--- config.mk ---
export PLATFORM = sky130hd
export DESIGN_NAME = song_reader
export DESIGN_NICKNAME = d
export VERILOG_FILES = /design/src/rtl/song_reader_pkg.sv /design/src/rtl/song_reader_dff.sv /design/src/rtl/song_reader.sv
export SDC_FILE = /design/constraint.sdc
export NUM_CORES = 1
export LEC_CHECK = 0
export CORE_MARGIN = 3
export CORE_UTILIZATION = 49
export CTS_BUF_LIST = sky130_fd_sc_hd__clkbuf_16
export CTS_CLUSTER_DIAMETER = 150
export CTS_CLUSTER_SIZE = 20
export DETAILED_ROUTE_END_ITERATION = 16
export PLACE_DENSITY = 0.82
export SYNTH_ARGS = -nofsm -noshare
export SYNTH_HDL_FRONTEND = slang
export SYNTH_SLANG_ARGS = --single-unit
export TNS_END_PERCENT = 100
--- constraint.sdc ---
create_clock -name clk -period 3.71 [get_ports clk]
set_input_delay 0.5565 -clock clk [delete_from_list [all_inputs] [get_ports clk]]
set_output_delay 0.5565 -clock clk [all_outputs]
set_load 0.005 [all_outputs]
--- src/rtl/song_reader_pkg.sv ---
// Shared widths, state encoding and end-of-song marker for the song reader
// and its song ROM.
package song_reader_pkg;

  localparam int SONG_W = 4;
  localparam int IDX_W  = 5;
  localparam int NOTE_W = 6;
  localparam int DUR_W  = 6;
  localparam int ADDR_W = SONG_W + IDX_W;
  localparam int ROM_W  = NOTE_W + DUR_W;

  localparam logic [ROM_W-1:0] END_MARK = '0;

  typedef enum logic [2:0] {
    IDLE   = 3'd0,
    FETCH  = 3'd1,
    DECODE = 3'd2,
    PLAY   = 3'd3,
    DONE   = 3'd4
  } state_t;

endpackage

--- src/rtl/song_reader_dff.sv ---
// Async active-high reset flip-flop cell; every register resets to zero.
module song_reader_dff #(
  parameter int W = 1
) (
  input  logic         i_clk,
  input  logic         i_rst,
  input  logic [W-1:0] i_d,
  output logic [W-1:0] o_q
);

  always_ff @(posedge i_clk or posedge i_rst) begin
    if (i_rst) o_q <= '0;
    else       o_q <= i_d;
  end

endmodule

--- src/rtl/song_reader.sv ---
// Walks one song of the ROM and hands each {note, duration} to the note player
// with a new_note / note_done handshake; pulses song_done at the end.
module song_reader
  import song_reader_pkg::*;
(
  input  logic              clk,
  input  logic              reset,
  input  logic              play,
  input  logic              reset_player,
  input  logic [SONG_W-1:0] song,
  input  logic              note_done,
  output logic [ADDR_W-1:0] rom_addr,
  input  logic [ROM_W-1:0]  rom_data,
  output logic [NOTE_W-1:0] note,
  output logic [DUR_W-1:0]  duration,
  output logic              new_note,
  output logic              song_done
);

  logic [2:0]        r_state;
  logic [IDX_W-1:0]  r_idx;
  logic [SONG_W-1:0] r_song;
  logic [NOTE_W-1:0] r_note;
  logic [DUR_W-1:0]  r_dur;
  logic              r_new_note;
  logic              r_song_done;

  state_t            w_state;
  state_t            w_state_nxt;
  logic [IDX_W-1:0]  w_idx_nxt;
  logic [SONG_W-1:0] w_song_nxt;
  logic [NOTE_W-1:0] w_note_nxt;
  logic [DUR_W-1:0]  w_dur_nxt;
  logic              w_new_note_nxt;
  logic              w_song_done_nxt;

  assign w_state = state_t'(r_state);

  always_comb begin
    w_state_nxt     = w_state;
    w_idx_nxt       = r_idx;
    w_song_nxt      = r_song;
    w_note_nxt      = r_note;
    w_dur_nxt       = r_dur;
    w_new_note_nxt  = 1'b0;
    w_song_done_nxt = 1'b0;
    // Restart beats every other transition, including a concurrent note_done.
    if (reset_player) begin
      w_state_nxt = IDLE;
      w_idx_nxt   = '0;
      w_note_nxt  = '0;
      w_dur_nxt   = '0;
    end else begin
      case (w_state)
        IDLE: begin
          if (play) begin
            w_song_nxt  = song;
            w_state_nxt = FETCH;
          end
        end
        FETCH: begin
          if (play) w_state_nxt = DECODE;
        end
        DECODE: begin
          if (rom_data == END_MARK) begin
            w_state_nxt     = DONE;
            w_song_done_nxt = 1'b1;
          end else begin
            w_note_nxt     = rom_data[ROM_W-1:DUR_W];
            w_dur_nxt      = rom_data[DUR_W-1:0];
            w_new_note_nxt = 1'b1;
            w_state_nxt    = PLAY;
          end
        end
        PLAY: begin
          if (note_done) begin
            if (r_idx == '1) begin
              w_state_nxt     = DONE;
              w_song_done_nxt = 1'b1;
            end else begin
              w_idx_nxt   = r_idx + 1'b1;
              w_state_nxt = FETCH;
            end
          end
        end
        DONE:    w_state_nxt = DONE;
        default: w_state_nxt = IDLE;
      endcase
    end
  end

  song_reader_dff #(.W(3))      u_state (.i_clk(clk), .i_rst(reset), .i_d(w_state_nxt),     .o_q(r_state));
  song_reader_dff #(.W(IDX_W))  u_idx   (.i_clk(clk), .i_rst(reset), .i_d(w_idx_nxt),       .o_q(r_idx));
  song_reader_dff #(.W(SONG_W)) u_song  (.i_clk(clk), .i_rst(reset), .i_d(w_song_nxt),      .o_q(r_song));
  song_reader_dff #(.W(NOTE_W)) u_note  (.i_clk(clk), .i_rst(reset), .i_d(w_note_nxt),      .o_q(r_note));
  song_reader_dff #(.W(DUR_W))  u_dur   (.i_clk(clk), .i_rst(reset), .i_d(w_dur_nxt),       .o_q(r_dur));
  song_reader_dff #(.W(1))      u_newn  (.i_clk(clk), .i_rst(reset), .i_d(w_new_note_nxt),  .o_q(r_new_note));
  song_reader_dff #(.W(1))      u_done  (.i_clk(clk), .i_rst(reset), .i_d(w_song_done_nxt), .o_q(r_song_done));

  assign rom_addr  = {r_song, r_idx};
  assign note      = r_note;
  assign duration  = r_dur;
  assign new_note  = r_new_note;
  assign song_done = r_song_done;

endmodule

==> run_summary.xml, run 1 <==
<?xml version="1.0" encoding="UTF-8"?>
<metrics>
  <group name="global_routing">
    <metric name="global_route_wire_length_before_repair" unit="mm">5.16</metric>
    <metric name="grt.busiest_layer" unit="">met2</metric>
    <metric name="grt_max_degree" unit="">27</metric>
    <metric name="grt_usage" unit="">0.189</metric>
    <metric name="overall_overflow_remaining_after_global_route" unit="">0</metric>
    <metric name="grtUsageMet1" unit="">0.235</metric>
    <metric name="grt.met3_usage" unit="">0.0432</metric>
    <metric name="first_global_vias" unit="">1183</metric>
    <metric name="global_route.usage.met2" unit="">0.324</metric>
    <metric name="grt_antenna_before_repair" unit="">0</metric>
  </group>
  <group name="logic_synthesis">
    <metric name="seq_area_frac_synth" unit="">0.461</metric>
    <metric name="netlist_area" unit="um^2">1410</metric>
    <metric name="flop_and_latch_count_out_of_synthesis" unit="">26</metric>
    <metric name="synth.lib_cells_used.distinct" unit="">32</metric>
    <metric name="syn-num-nets" unit="">152</metric>
    <metric name="synth.avg_cell_area" unit="um^2">10.9</metric>
    <metric name="netlist_instances" unit="">129</metric>
    <metric name="yosys_warns" unit="">0</metric>
  </group>
  <group name="detailed_routing">
    <metric name="final_antenna_violating_net_count" unit="">0</metric>
    <metric name="vias" unit="">1101</metric>
    <metric name="firstDrtPassIters" unit="">4</metric>
    <metric name="drc_errors" unit="">0</metric>
    <metric name="first_iter_violations" unit="">45</metric>
    <metric name="avgRoutedWirePerCell" unit="um">15.4</metric>
    <metric name="viasPerCell" unit="">5.56</metric>
    <metric name="postRouteWirelength" unit="mm">3.06</metric>
  </group>
  <group name="timing">
    <metric name="maxClockFrequency" unit="GHz">0.528</metric>
    <metric name="timing.final.crit_period" unit="ps">1900</metric>
    <metric name="period_utilization" unit="">0.511</metric>
    <metric name="final_number_of_setup_violating_endpoints" unit="">0</metric>
    <metric name="fin_skew" unit="ps">3.02</metric>
    <metric name="slew_viol_final" unit="">0</metric>
    <metric name="relSlewSlack" unit="">0.371</metric>
    <metric name="total_negative_slack_for_setup_checks" unit="ps">0</metric>
    <metric name="worst_slew_pin_slew" unit="ps">943</metric>
    <metric name="hold_viol" unit="">0</metric>
    <metric name="setup_repair_after_global_routing_missed_its_margin" unit="">false</metric>
  </group>
  <group name="clock_network">
    <metric name="htree_levels" unit="">1</metric>
    <metric name="cts.repair_timing.setup_buffer_count" unit="">0</metric>
    <metric name="clock_latency" unit="ps">260</metric>
    <metric name="sinks_on_clock_net" unit="">26</metric>
    <metric name="post_cts.resized_instances" unit="">0</metric>
    <metric name="max-clock-path-buffers" unit="">2</metric>
    <metric name="tritoncts_clock_tree" unit="">yes</metric>
    <metric name="cts_hold_buf" unit="">0</metric>
    <metric name="clk_pin_slew" unit="ps">60</metric>
    <metric name="root_buffer" unit="">sky130_fd_sc_hd__clkbuf_16</metric>
    <metric name="number_of_buffers_inserted_during_clock_tree_synthesis" unit="">3</metric>
  </group>
  <group name="placed_design">
    <metric name="gp_routability_congestion" unit="">0.737</metric>
    <metric name="port_buffers" unit="">43</metric>
    <metric name="detailedPlacementHpwl" unit="mm">2.30</metric>
    <metric name="dpl_cells" unit="">194</metric>
    <metric name="dpl_cell_area" unit="um^2">1830</metric>
  </group>
  <group name="final_layout">
    <metric name="ff_latch_area" unit="um^2">651</metric>
    <metric name="layout.nets" unit="">192</metric>
    <metric name="layout.cell_area.non_filler" unit="um^2">1910</metric>
    <metric name="fin_cells" unit="">198</metric>
    <metric name="area_of_combinational_cells_with_multiple_inputs" unit="um^2">696</metric>
    <metric name="antenna_cells_inserted" unit="">0</metric>
    <metric name="synthToLayoutAreaGrowth" unit="%">35.2</metric>
    <metric name="fillCellCount" unit="">212</metric>
    <metric name="drive_above_1_share" unit="">0.179</metric>
  </group>
  <group name="die">
    <metric name="die_area" unit="um^2">3560</metric>
    <metric name="initial_utilization" unit="">0.540</metric>
    <metric name="die_width" unit="um">59.7</metric>
    <metric name="floorplan.io_pins" unit="">44</metric>
    <metric name="die_y" unit="um">59.7</metric>
    <metric name="num_rows" unit="">18</metric>
    <metric name="core-area" unit="um^2">2610</metric>
  </group>
  <group name="critical_path">
    <metric name="timing.critical_path.slowest_cell_delay" unit="ps">640</metric>
    <metric name="crit_family" unit="">buffers and inverters</metric>
    <metric name="path_max_fanout" unit="">10</metric>
    <metric name="end_kind" unit="">flip-flop</metric>
    <metric name="startpoint_type" unit="">input pin</metric>
    <metric name="crit_type" unit="">in -&gt; reg</metric>
    <metric name="critPathArrivalTime" unit="ps">2030</metric>
    <metric name="buffers_and_inverters_on_the_worst_path" unit="">1</metric>
    <metric name="crit_required" unit="ps">3850</metric>
    <metric name="cp_cell_sequence" unit="">clkdlybuf4s50_1 &gt; nor4_4 &gt; mux2_2</metric>
    <metric name="rrSetupSlack" unit="ps">1820</metric>
    <metric name="library_cell_contributing_the_largest_single_delay_on_the_critical_path" unit="">sky130_fd_sc_hd__clkdlybuf4s50_1</metric>
  </group>
  <group name="power_and_ir_drop">
    <metric name="total_design_power" unit="uW">678</metric>
    <metric name="ir_drop" unit="mV">0.361</metric>
    <metric name="power.static_leakage" unit="uW">0.000753</metric>
    <metric name="p_per_area" unit="nW/um^2">355</metric>
  </group>
  <group name="worst_hold_path">
    <metric name="timing.hold.worst.class" unit="">reg -&gt; reg</metric>
  </group>
  <group name="status">
    <metric name="run_status" unit="">finished clean</metric>
  </group>
  <group name="run">
    <metric name="max_cap_viol_count" unit="">0</metric>
  </group>
</metrics>
## where the power goes
group	internal (uW)	switching, uW
logic	74.0	49.6
clock network	144	90.4
registers	303	17.4
total	521	157
## layer usage
metal,share of wire,routed length [um],up-vias
met2,0.50,1520,33
met3,0.045,139,6
met5,0,0,-
met1,0.44,1360,526
met4,0.013,39,0
li1,-,-,536
## layout by cell type, fill, tap and decap left out, drive strengths merged
master	count
a211oi	2
a21oi	6
and2	1
and3	2
and4bb	1
buf	1
clkbuf	3
clkdlybuf4s50	43
clkinv	1
dfrtp	26
ha	2
inv	2
mux2	4
nand2	5
nand2b	14
nand3	7
nand3b	7
nand4	1
nand4b	6
nor2	7
nor2b	1
nor4	4
o21ai	16
o311ai	1
or2	2
xor2	3
## worst paths after layout
check | startpoint | end | cells after the start
setup / recovery | reset_player | u_song.o_q[0] | 3
hold / removal | u_song.o_q[1] | u_song.o_q[1] | 1
setup reg to reg | u_idx.o_q[0] | u_idx.o_q[0] | 7
hold reg to reg | u_song.o_q[1] | u_song.o_q[1] | 1
max in group asynchronous | reset | u_song.o_q[3] | 2
min in group asynchronous | reset | u_dur.o_q[0] | 2
## layout make-up
| class | count | share of cell area |
|---|---|---|
| clock buffer | 3 | 0.0393 |
| clock inverter | 1 | 0.00197 |
| inverter | 2 | 0.00393 |
| multi-input combinational | 92 | 0.365 |
| sequential | 26 | 0.341 |
| tap | 30 | 0.0197 |
| timing repair buffer | 44 | 0.230 |
## per-stage QoR
step	util	setup slack [ps]	hold slack (ps)
finish	0.730	1810	522
global placement	0.700	1560	493
CTS	0.730	1810	516
detailed placement	0.700	1550	502
global route	0.730	1700	546
floorplan	-	1980	505
## synth_stat cells
library cell | instances | area [um^2]
sky130_fd_sc_hd__buf_2 | 3 | 15.0
sky130_fd_sc_hd__xor2_1 | 3 | 26.3
sky130_fd_sc_hd__buf_12 | 1 | 20.0
sky130_fd_sc_hd__o311ai_1 | 1 | 8.76
sky130_fd_sc_hd__or2_4 | 1 | 8.76
sky130_fd_sc_hd__nor2_2 | 1 | 6.26
sky130_fd_sc_hd__nor4_2 | 1 | 12.5
sky130_fd_sc_hd__nand2_1 | 5 | 18.8
sky130_fd_sc_hd__nand2b_1 | 14 | 87.6
sky130_fd_sc_hd__clkbuf_1 | 4 | 15.0
sky130_fd_sc_hd__a21oi_1 | 6 | 30.0
sky130_fd_sc_hd__ha_1 | 2 | 25.0
sky130_fd_sc_hd__a211oi_2 | 2 | 25.0
sky130_fd_sc_hd__nand4_1 | 1 | 6.26
sky130_fd_sc_hd__and2_4 | 1 | 8.76
sky130_fd_sc_hd__nand3_1 | 6 | 30.0
sky130_fd_sc_hd__mux2_2 | 4 | 45.0
sky130_fd_sc_hd__and4bb_2 | 1 | 12.5
sky130_fd_sc_hd__inv_1 | 2 | 7.51
sky130_fd_sc_hd__and3_1 | 2 | 12.5
sky130_fd_sc_hd__dfrtp_1 | 26 | 651
sky130_fd_sc_hd__o21ai_0 | 5 | 25.0
sky130_fd_sc_hd__o21ai_1 | 1 | 5.00
sky130_fd_sc_hd__o21ai_2 | 10 | 87.6
sky130_fd_sc_hd__nor4_4 | 3 | 63.8
sky130_fd_sc_hd__nor2_1 | 6 | 22.5
sky130_fd_sc_hd__nand3_2 | 1 | 10.0
sky130_fd_sc_hd__or2_2 | 1 | 6.26
sky130_fd_sc_hd__nand3b_1 | 7 | 52.6
sky130_fd_sc_hd__buf_4 | 1 | 7.51
sky130_fd_sc_hd__nor2b_1 | 1 | 6.26
sky130_fd_sc_hd__nand4b_1 | 6 | 52.6
## cells by family (layout without fill, tap and decap cells)
group | after synthesis | in the layout | synth area share
and+or+nand+nor | 58 | 58 | 0.296
adders and majority gates | 2 | 2 | 0.0177
xor gates and xnor gates | 3 | 3 | 0.0186
DFF | 26 | 26 | 0.461
muxes | 4 | 4 | 0.0319
AOI/OAI and AO/OA | 25 | 25 | 0.129
buffers and inverters | 11 | 50 | 0.0461
## registers in the layout, indices dropped and copies added (netlist names)
signal / count
u_newn.o_q: 1
u_done.o_q: 1
u_state.o_q: 3
u_note.o_q: 6
u_idx.o_q: 5
u_dur.o_q: 6
u_song.o_q: 4
No activity file was read; power rests on OpenSTA's default activity.
==> run 2, diff against run 1 <==
--- a/config.mk
+++ b/config.mk
@@ -6,12 +6,12 @@
 export NUM_CORES = 1
 export LEC_CHECK = 0
 export CORE_MARGIN = 3
-export CORE_UTILIZATION = 49
+export CORE_UTILIZATION = 41
 export CTS_BUF_LIST = sky130_fd_sc_hd__clkbuf_16
 export CTS_CLUSTER_DIAMETER = 150
 export CTS_CLUSTER_SIZE = 20
 export DETAILED_ROUTE_END_ITERATION = 16
-export PLACE_DENSITY = 0.82
+export PLACE_DENSITY = 0.73
 export SYNTH_ARGS = -nofsm -noshare
 export SYNTH_HDL_FRONTEND = slang
 export SYNTH_SLANG_ARGS = --single-unit
==> constraint.sdc (replaced) <==
create_clock -name clk -period 1.55 [get_ports clk]
set_input_delay 0.2325 -clock clk [delete_from_list [all_inputs] [get_ports clk]]
set_output_delay 0.2325 -clock clk [all_outputs]
set_load 0.005 [all_outputs]
==> run 2 against run 1 <==
The flow now finishes with violations (setup timing). Clock skew increased by 1.9 ps. Worst hold slack got worse by 210 ps. Combinational power grew to 2.9 times the previous value. Via count rose by 9.6%. Utilization decreased by 3.0 points. Die area up 17%. Sequential share of layout area down 4.8 points. Register-to-register slack got worse by 2000 ps. Global-route usage grew 0.31 points. Sequential power up 140%. Worst setup slack worse by 2000 ps. Largest cell class unchanged. Critical endpoint is now u_idx.o_q[4]. Highest routed layer unchanged. Routed wire length rose by 25%.
==> run_summary.xml, run 2 (synthesized netlist as in run 1, its figures left out) <==
<?xml version="1.0" encoding="UTF-8"?>
<metrics>
  <group name="critical_path">
    <metric name="path_max_fanout" unit="">5</metric>
    <metric name="end_kind" unit="">flip-flop</metric>
    <metric name="worst_path_most_repeated_cell" unit="">sky130_fd_sc_hd__ha_4</metric>
    <metric name="crit_required" unit="ps">1740</metric>
    <metric name="rrSetupSlack" unit="ps">-150</metric>
    <metric name="reg2reg_launch_point" unit="">u_idx.o_q[0]</metric>
    <metric name="startpoint" unit="">u_idx.o_q[0]</metric>
    <metric name="startpoint_type" unit="">flip-flop</metric>
    <metric name="critPathArrivalTime" unit="ps">1890</metric>
    <metric name="library_cell_contributing_the_largest_single_delay_on_the_critical_path" unit="">sky130_fd_sc_hd__dfrtp_1</metric>
    <metric name="crit_type" unit="">reg -&gt; reg</metric>
    <metric name="cp_cell_sequence" unit="">ha_4 &gt; and3_4 &gt; ha_4 &gt; and4bb_4 &gt; buf_4 &gt; nand3_1 &gt; a21oi_1</metric>
    <metric name="timing.critical_path.slowest_cell_delay" unit="ps">430</metric>
  </group>
  <group name="final_layout">
    <metric name="drive_above_1_share" unit="">0.345</metric>
    <metric name="leading_cell_type_in_the_layout_fill_and_taps_excluded" unit="">sky130_fd_sc_hd__clkdlybuf4s50_1</metric>
    <metric name="ff_latch_area" unit="um^2">652</metric>
    <metric name="synthToLayoutAreaGrowth" unit="%">57.6</metric>
    <metric name="area_of_combinational_cells_with_multiple_inputs" unit="um^2">769</metric>
    <metric name="antenna_cells_inserted" unit="">0</metric>
    <metric name="fin_cells" unit="">238</metric>
    <metric name="fillCellCount" unit="">253</metric>
    <metric name="layout_top_registers" unit="">u_dur.o_q: 6 flops, u_note.o_q: 6 flops, u_idx.o_q: 5 flops</metric>
    <metric name="layout.nets" unit="">218</metric>
    <metric name="mostFrequentLayoutCells" unit="">42 x sky130_fd_sc_hd__clkdlybuf4s50_1, 27 x sky130_fd_sc_hd__buf_4, 25 x sky130_fd_sc_hd__dfrtp_1</metric>
  </group>
  <group name="clock_network">
    <metric name="clock_latency" unit="ps">260</metric>
    <metric name="cts_hold_buf" unit="">0</metric>
    <metric name="root_buffer" unit="">sky130_fd_sc_hd__clkbuf_16</metric>
    <metric name="max-clock-path-buffers" unit="">2</metric>
    <metric name="sinks_on_clock_net" unit="">26</metric>
    <metric name="tritoncts_clock_tree" unit="">yes</metric>
    <metric name="clk_pin_slew" unit="ps">70</metric>
    <metric name="number_of_buffers_inserted_during_clock_tree_synthesis" unit="">3</metric>
    <metric name="htree_levels" unit="">1</metric>
  </group>
  <group name="placed_design">
    <metric name="gp_routability_congestion" unit="">0.747</metric>
    <metric name="port_buffers" unit="">43</metric>
    <metric name="placement.setup.worst_slack" unit="ps">-149</metric>
    <metric name="dpl_cells" unit="">223</metric>
    <metric name="detailedPlacementHpwl" unit="mm">2.60</metric>
  </group>
  <group name="timing">
    <metric name="fin_skew" unit="ps">4.95</metric>
    <metric name="hold_viol" unit="">0</metric>
    <metric name="setup_repair_after_global_routing_missed_its_margin" unit="">true</metric>
    <metric name="slew_viol_final" unit="">0</metric>
    <metric name="final_number_of_setup_violating_endpoints" unit="">7</metric>
    <metric name="period_utilization" unit="">1.10</metric>
    <metric name="timing.final.crit_period" unit="ps">1700</metric>
    <metric name="setup_slack" unit="ps">-148</metric>
    <metric name="worst_slew_pin_slew" unit="ps">616</metric>
    <metric name="relSlewSlack" unit="">0.583</metric>
    <metric name="maxClockFrequency" unit="GHz">0.589</metric>
  </group>
  <group name="detailed_routing">
    <metric name="avgRoutedWirePerCell" unit="um">16.0</metric>
    <metric name="vias" unit="">1207</metric>
    <metric name="drc_errors" unit="">0</metric>
    <metric name="firstDrtPassIters" unit="">4</metric>
    <metric name="final_antenna_violating_net_count" unit="">0</metric>
    <metric name="postRouteWirelength" unit="mm">3.81</metric>
    <metric name="first_iter_violations" unit="">37</metric>
    <metric name="viasPerCell" unit="">5.07</metric>
  </group>
  <group name="die">
    <metric name="floorplan.io_pins" unit="">44</metric>
    <metric name="initial_utilization" unit="">0.444</metric>
    <metric name="die_y" unit="um">64.7</metric>
    <metric name="die_width" unit="um">64.7</metric>
    <metric name="core-area" unit="um^2">3180</metric>
    <metric name="die_area" unit="um^2">4180</metric>
    <metric name="num_rows" unit="">20</metric>
  </group>
  <group name="global_routing">
    <metric name="grt_antenna_before_repair" unit="">0</metric>
    <metric name="overall_overflow_remaining_after_global_route" unit="">0</metric>
    <metric name="first_global_vias" unit="">1287</metric>
    <metric name="global_route_wire_length_before_repair" unit="mm">6.18</metric>
    <metric name="grt_usage" unit="">0.192</metric>
    <metric name="grt_max_degree" unit="">31</metric>
  </group>
  <group name="power_and_ir_drop">
    <metric name="power.share.switching" unit="">0.232</metric>
    <metric name="p_sw" unit="uW">439</metric>
    <metric name="cellInternalPower" unit="uW">1460</metric>
    <metric name="p_seq_frac" unit="">0.402</metric>
    <metric name="clockPowerShare" unit="">0.406</metric>
    <metric name="power.static_leakage" unit="uW">0.000919</metric>
    <metric name="ir_drop" unit="mV">0.429</metric>
    <metric name="p_per_area" unit="nW/um^2">852</metric>
    <metric name="total_design_power" unit="uW">1900</metric>
    <metric name="share_comb_of_total_power" unit="">0.192</metric>
  </group>
  <group name="status">
    <metric name="violations" unit="">setup timing</metric>
    <metric name="run_status" unit="">finished with violations</metric>
  </group>
  <group name="worst_hold_path">
    <metric name="timing.hold.worst.class" unit="">in -&gt; async</metric>
  </group>
  <group name="run">
    <metric name="max_cap_viol_count" unit="">0</metric>
  </group>
</metrics>
-- run 2: cell count changes in the layout (fill, tap and decap cells not counted), sizes merged --
cell / previous run / this run
buf: 1 / 27
clkinv: 1 / 0
clkdlybuf4s50: 43 / 42
bufinv: 0 / 1
dlymetal6s2s: 0 / 1
-- run 2: layer usage --
layer / track usage / vias up / share of wire
met5: 0 / - / 0
met4: 0.0871 / 0 / 0.016
met3: 0.0191 / 4 / 0.022
met2: 0.361 / 23 / 0.54
met1: 0.218 / 595 / 0.42
li1: - / 585 / -
-- run 2: critical path: cells and delay by family (launching register included) --
kind                       cells  cell delay, ps
DFF                            1             430
adders and majority gates      2             330
AOI/OAI and AO/OA              1             150
and+or+nand+nor                3             590
buffers and inverters          1             130
-- run 2: power by group through the flow --
stage,clock [uW],combinational (uW),sequential [uW]
after floorplan,0,148,765
after global placement,0,326,768
after detailed placement,0,334,773
after CTS,776,340,762
after global routing,807,393,768
final,770,364,762
-- run 2: area by class of cell --
| class | count | share of cell area |
|---|---|---|
| repair buffers | 70 | 0.286 |
| inverters | 2 | 0.00337 |
| well taps | 44 | 0.0247 |
| clock inverters | 1 | 0.0135 |
| flip-flops and latches | 26 | 0.293 |
| clock buffers | 3 | 0.0337 |
| multi-input cells | 92 | 0.346 |
-- run 2: through the flow --
stage	util	area (um^2)	hold slack, ps	setup TNS, ps
6_report	0.700	2220	316	-714
3_5_place_dp	0.625	1990	502	-2450
2_1_floorplan	-	1440	273	-378
4_1_cts	0.664	2110	331	-863
3_3_place_gp	0.625	1990	496	-1860
5_1_grt	0.700	2220	356	-1220
-- run 2: final timing paths --
check                           depth (start not counted)        endpoint
worst max-delay path                                    7    u_idx.o_q[4]
worst min-delay path                                    3    u_idx.o_q[0]
worst max register to register                          7    u_idx.o_q[4]
worst min register to register                          1   u_song.o_q[0]
max in group asynchronous                               3  u_state.o_q[2]
min in group clk                                        1   u_song.o_q[0]
-- run 2: what timing repair did --
item | 4_1_cts | 5_1_grt
buffers inserted | 2 | 9
setup endpoints to repair | 6 | 13
hold endpoints to repair | 0 | 0
resized for setup | 2 | 9
pin swaps | 8 | 9
